==> src/rtl/tick_meter_pkg.sv <==
// Shared definitions for the tick period meter: FSM state encoding and
// default sizing constants used by the top and its sub-module.
package tick_meter_pkg;

    typedef enum logic [1:0] {
        ST_IDLE = 2'd0,
        ST_ARM  = 2'd1,
        ST_MEAS = 2'd2
    } meterState_t;

    localparam int DEF_WIDTH   = 27;
    localparam int DEF_TIMEOUT = 100000000;
    localparam int DEF_TOL     = 0;
    localparam int DEF_SYNC    = 2;

endpackage

==> src/rtl/tick_sync_edge.sv <==
// Synchronizes an asynchronous tick input and produces a registered
// one-cycle pulse on each rising edge. All history flops reset to 1 so a
// tick that is already high when reset releases is not seen as an edge.
module tick_sync_edge
    import tick_meter_pkg::*;
#(
    parameter int SYNC = DEF_SYNC
) (
    input  logic iClk,
    input  logic iRst,
    input  logic iTick,
    output logic oEdge
);

    logic [SYNC-1:0] syncChain;
    logic            tickHist;
    logic            edgeReg;

    // Synchronizer chain, previous-value flop and registered rising-edge pulse
    always_ff @(posedge iClk) begin
        if (iRst) begin
            syncChain <= '1;
            tickHist  <= 1'b1;
            edgeReg   <= 1'b0;
        end else begin
            syncChain <= {syncChain[SYNC-2:0], iTick};
            tickHist  <= syncChain[SYNC-1];
            edgeReg   <= syncChain[SYNC-1] & ~tickHist;
        end
    end

    assign oEdge = edgeReg;

endmodule

==> src/rtl/tick_period_meter.sv <==
// Measures the iClk-cycle spacing between successive rising edges of iTick,
// reports each period with a valid pulse, flags a missing tick after TIMEOUT
// cycles and reports lock when consecutive periods agree within TOL.
module tick_period_meter
    import tick_meter_pkg::*;
#(
    parameter int WIDTH   = DEF_WIDTH,
    parameter int TIMEOUT = DEF_TIMEOUT,
    parameter int TOL     = DEF_TOL,
    parameter int SYNC    = DEF_SYNC
) (
    input  logic             iClk,
    input  logic             iRst,
    input  logic             iTick,
    input  logic             iEnable,
    output logic [WIDTH-1:0] oPeriod,
    output logic             oValid,
    output logic             oTimeout,
    output logic             oLocked
);

    localparam logic [WIDTH-1:0] TIMEOUT_W = WIDTH'(TIMEOUT);
    localparam logic [WIDTH:0]   TOL_W     = (WIDTH+1)'(TOL);

    meterState_t      state;
    meterState_t      nextState;
    logic             tickEdge;
    logic [WIDTH-1:0] count;
    logic [WIDTH-1:0] prev;
    logic             doArm;
    logic             doReport;
    logic             doTimeout;
    logic             lockHit;
    logic signed [WIDTH:0] diff;
    logic [WIDTH:0]   absDiff;

    tick_sync_edge #(
        .SYNC (SYNC)
    ) uSyncEdge (
        .iClk  (iClk),
        .iRst  (iRst),
        .iTick (iTick),
        .oEdge (tickEdge)
    );

    // State register
    always_ff @(posedge iClk) begin
        if (iRst) begin
            state <= ST_IDLE;
        end else begin
            state <= nextState;
        end
    end

    // Next-state logic; dropping iEnable always returns to IDLE, and an edge
    // coinciding with the timeout count keeps measuring instead of re-arming
    always_comb begin
        nextState = state;
        if (!iEnable) begin
            nextState = ST_IDLE;
        end else begin
            case (state)
                ST_IDLE: nextState = ST_ARM;
                ST_ARM:  if (tickEdge) nextState = ST_MEAS;
                ST_MEAS: if (!tickEdge && count == TIMEOUT_W) nextState = ST_ARM;
                default: nextState = ST_IDLE;
            endcase
        end
    end

    // Per-cycle action decode and lock comparison against the previous period
    always_comb begin
        doArm     = 1'b0;
        doReport  = 1'b0;
        doTimeout = 1'b0;
        diff      = signed'({1'b0, count}) - signed'({1'b0, prev});
        absDiff   = diff[WIDTH] ? unsigned'(-diff) : unsigned'(diff);
        lockHit   = (absDiff <= TOL_W) && (prev != '0);
        if (iEnable) begin
            doArm     = (state == ST_ARM) && tickEdge;
            doReport  = (state == ST_MEAS) && tickEdge;
            doTimeout = (state == ST_MEAS) && !tickEdge && (count == TIMEOUT_W);
        end
    end

    // Period counter, previous-period memory and registered outputs
    always_ff @(posedge iClk) begin
        if (iRst) begin
            count    <= '0;
            prev     <= '0;
            oPeriod  <= '0;
            oValid   <= 1'b0;
            oTimeout <= 1'b0;
            oLocked  <= 1'b0;
        end else begin
            oValid   <= 1'b0;
            oTimeout <= 1'b0;
            if (!iEnable) begin
                count   <= '0;
                prev    <= '0;
                oLocked <= 1'b0;
            end else if (doReport) begin
                oPeriod <= count;
                oValid  <= 1'b1;
                oLocked <= lockHit;
                prev    <= count;
                count   <= WIDTH'(1);
            end else if (doTimeout) begin
                oTimeout <= 1'b1;
                oLocked  <= 1'b0;
                prev     <= '0;
                count    <= '0;
            end else if (doArm) begin
                count <= WIDTH'(1);
            end else if (state == ST_MEAS) begin
                count <= count + WIDTH'(1);
            end
        end
    end

endmodule

==> config.mk <==
export PLATFORM = sky130hd
export DESIGN_NAME = tick_period_meter
export DESIGN_NICKNAME = d
export VERILOG_FILES = /design/src/rtl/tick_meter_pkg.sv /design/src/rtl/tick_sync_edge.sv /design/src/rtl/tick_period_meter.sv
export SDC_FILE = /design/constraint.sdc
export NUM_CORES = 1
export LEC_CHECK = 0
export CORE_MARGIN = 2
export CORE_UTILIZATION = 55
export DETAILED_ROUTE_END_ITERATION = 7
export PLACE_DENSITY = 0.87
export SYNTH_ARGS = -nofsm -noshare
export SYNTH_HDL_FRONTEND = slang
export SYNTH_SLANG_ARGS = --single-unit
==> constraint.sdc <==
create_clock -name iClk -period 4.1 [get_ports iClk]
set_clock_uncertainty 0.1 [all_clocks]
set_input_delay 0.82 -clock iClk [delete_from_list [all_inputs] [get_ports iClk]]
set_output_delay 0.82 -clock iClk [all_outputs]
set_load 0.02 [all_outputs]
==> impl_metrics.ini <==
[synthesis]
ys_ff_latch = 90
synth_ff_type = dfxtp_1
yosysUniqueCellTypes = 66
synth_edf_count = 0
synth_fp_nets = 822
synth_seq_area_share_pct = 30.6
netlist_instances = 788
ys_warn_count = 0
syn_avg_cell_area_um2 = 7.47
synth_area_mm2 = 0.00589
synthArstFlopShare_pct = 0

[global_route]
grt_util_all_layers_pct = 28.5
grt_overflow_total = 0
grt_first_pass_wirelength_um = 26400
antenna_found_initial = 0
grt_start_max_net_pins = 34
grt_pass1_vias = 5506

[power]
powerDensity_mw_per_mm2 = 217
leakagePower_uw = 0.00270
totalPowerFinal_uw = 1490
vdd_drop_max_uv = 309

[route]
drtIter0Drc = 491
drtPass1Iterations = 7
ant_nets = 0
post-route-drc-count = 0
wl_per_cell_um = 17.2
via_per_inst = 6.23
vias = 6102
wirelength_um = 16900

[worst_setup_path]
path_max_fanout = 5
crit_path_end_kind = flip-flop
critPathKind = reg2reg
regToRegSetupSlack_ns = 0.11
worst_setup_path_start_kind = flip-flop
r2r-start = count[0]$_SDFFE_PP0P_
r2r_end = oLocked$_SDFFE_PP0P_
r2r_cells = 16
required_ns = 4.31
crit_arrival_ns = 4.20

[hold_path]
min_from = uSyncEdge.tickHist$_SDFF_PP1_
min_path_type = reg2reg
min_to = uSyncEdge.oEdge$_SDFF_PP0_
min_path_cells = 1

[layout]
final_cell_mix = nand2_1, a21oi_1, dfxtp_1
fillers = 841
stdcell_count = 979
area.growth.synth_to_final_pct = 17.0
final_area_mm2 = 0.00689
drive_gt1_share_pct = 11.4
diodes = 0
fin_nets = 872
mostFrequentLayoutCell = nand2_1

[floorplan]
chipWidth_um = 107
io_pins = 34
fp.dieH_um = 107
num_rows = 37
die-area_mm2 = 0.0115
start_util_pct = 56.8
coreArea_mm2 = 0.0104

[clock_network]
cts_hold_buf = 0
insertion_delay_ns = 0.37
cts_tree = yes
clock_sinks = 90
clkTransAtPathRegs_ns = 0.11
clockBufferDepth = 2
cts-root-buf = clkbuf_8
numCtsBuffers = 9
cts_max_level = 3

[sta]
drv_slew = 0
period_share_pct = 97.2
period_minus_slack_ns = 3.99
hold_viol = 0
tns_ns = 0
rsz0062_at_grt = yes
setup_violations = 0
slew_headroom_pct = 60.8
fmax_mhz = 251
max_slew.worst_pin.slew_ns = 0.587

[flow_run]
max_cap_viol_count = 0

[run_status]
outcome = completed

[placement]
portBuffers = 33
dp_hpwl_um = 12300
placed_area_mm2 = 0.00650
gp_congestion = 0.944
placed_cells = 955
critical path: stages, from the launching register on:
cell and delay, ns:
dfxtp_2 0.34, inv_2 0.07, ha_4 0.13, inv_2 0.04, fa_2 0.36, a21o_1 0.21
a221o_2 0.49, a221oi_4 0.45, xnor2_2 0.14, a211o_1 0.33, nor3_2 0.22, nand4_1 0.11
and3_1 0.18, a311o_1 0.34, nor4_2 0.16, nand4b_1 0.13, o21ai_1 0.13
sequential cells by signal, summed over array words and instances (netlist names):
register / count
state: 2
oTimeout: 1
count: 27
uSyncEdge.oEdge: 1
uSyncEdge.tickHist: 1
uSyncEdge.syncChain: 2
oLocked: 1
oPeriod: 27
oValid: 1
prev: 27
final cells by class:
class                      instances  area (µm²)  area share (%)
multi-input combinational        628        3960            57.5
sequential                        90        1810            26.2
timing repair buffer              71         616            8.94
tap                              136         170            2.47
inverter                          38         143            2.07
clock buffer                       9         124            1.80
clock inverter                     7        70.1            1.02
per-layer routing:
layer / wire, µm / part of all wire [%] / up-vias / track usage, %
met5: 0 / 0 / - / 0
met1: 7320 / 43 / 2826 / 39.4
li1: - / - / 2922 / -
met3: 1360 / 8.1 / 55 / 4.36
met2: 7620 / 45 / 299 / 44.8
met4: 555 / 3.3 / 0 / 10.7
synth_stat cells, types with 21 or more instances:
master      n  area [µm²]
xor2_1     24         210
xnor2_1    21         184
ha_1       29         363
inv_1      38         143
nand2_1   130         488
dfxtp_1    90        1800
nand3_1    22         110
nand4_1    21         131
o21ai_0    28         140
clkbuf_1   31         116
a21oi_1    95         475
nor2_1     68         255
worst max-delay path by stage:
stage	from	to	slack, ns	cells after the start
2_1_floorplan	count[0]$_SDFFE_PP0P_	oLocked$_SDFFE_PP0P_	0.28	16
4_1_cts	count[0]$_SDFFE_PP0P_	oLocked$_SDFFE_PP0P_	0.006	16
3_5_place_dp	count[0]$_SDFFE_PP0P_	oLocked$_SDFFE_PP0P_	-0.01	16
3_3_place_gp	count[0]$_SDFFE_PP0P_	oLocked$_SDFFE_PP0P_	0.10	16
5_1_grt	count[0]$_SDFFE_PP0P_	oLocked$_SDFFE_PP0P_	-0.1	16
6_report	count[0]$_SDFFE_PP0P_	oLocked$_SDFFE_PP0P_	0.11	16
what timing repair did:
item	in CTS	in global routing
pin swaps	1	20
gates resized for setup	4	23
endpoints found under the setup margin	1	1
setup buffers	1	7
report_power, final:
group          internal, µW  switching (µW)
clock                   238             355
sequential              875            1.16
combinational          7.37            17.8
metrics by stage:
| step | setup slack, ns | utilization, % | hold WS, ns |
|---|---|---|---|
| final | 0.115 | 66.4 | 0.305 |
| after detailed placement | -0.0105 | 62.7 | 0.286 |
| after CTS | 0.00630 | 64.9 | 0.301 |
| after floorplan | 0.277 | - | 0.272 |
| after global placement | 0.103 | 62.7 | 0.275 |
| after global routing | -0.0956 | 66.4 | 0.324 |
kinds of logic (layout without fill, tap and decap cells):
family | Yosys count | in the layout | share of synthesized area [%]
buffers and inverters | 70 | 125 | 4.46
XOR/XNOR | 49 | 49 | 7.80
AO/OA/AOI/OAI | 208 | 208 | 22.2
adder cells (fa/ha/maj) | 30 | 30 | 6.50
flip-flops | 90 | 90 | 30.6
multiplexers | 2 | 2 | 0.340
AND/OR/NAND/NOR | 339 | 339 | 28.1
No activity file was read; power rests on OpenSTA's default activity.
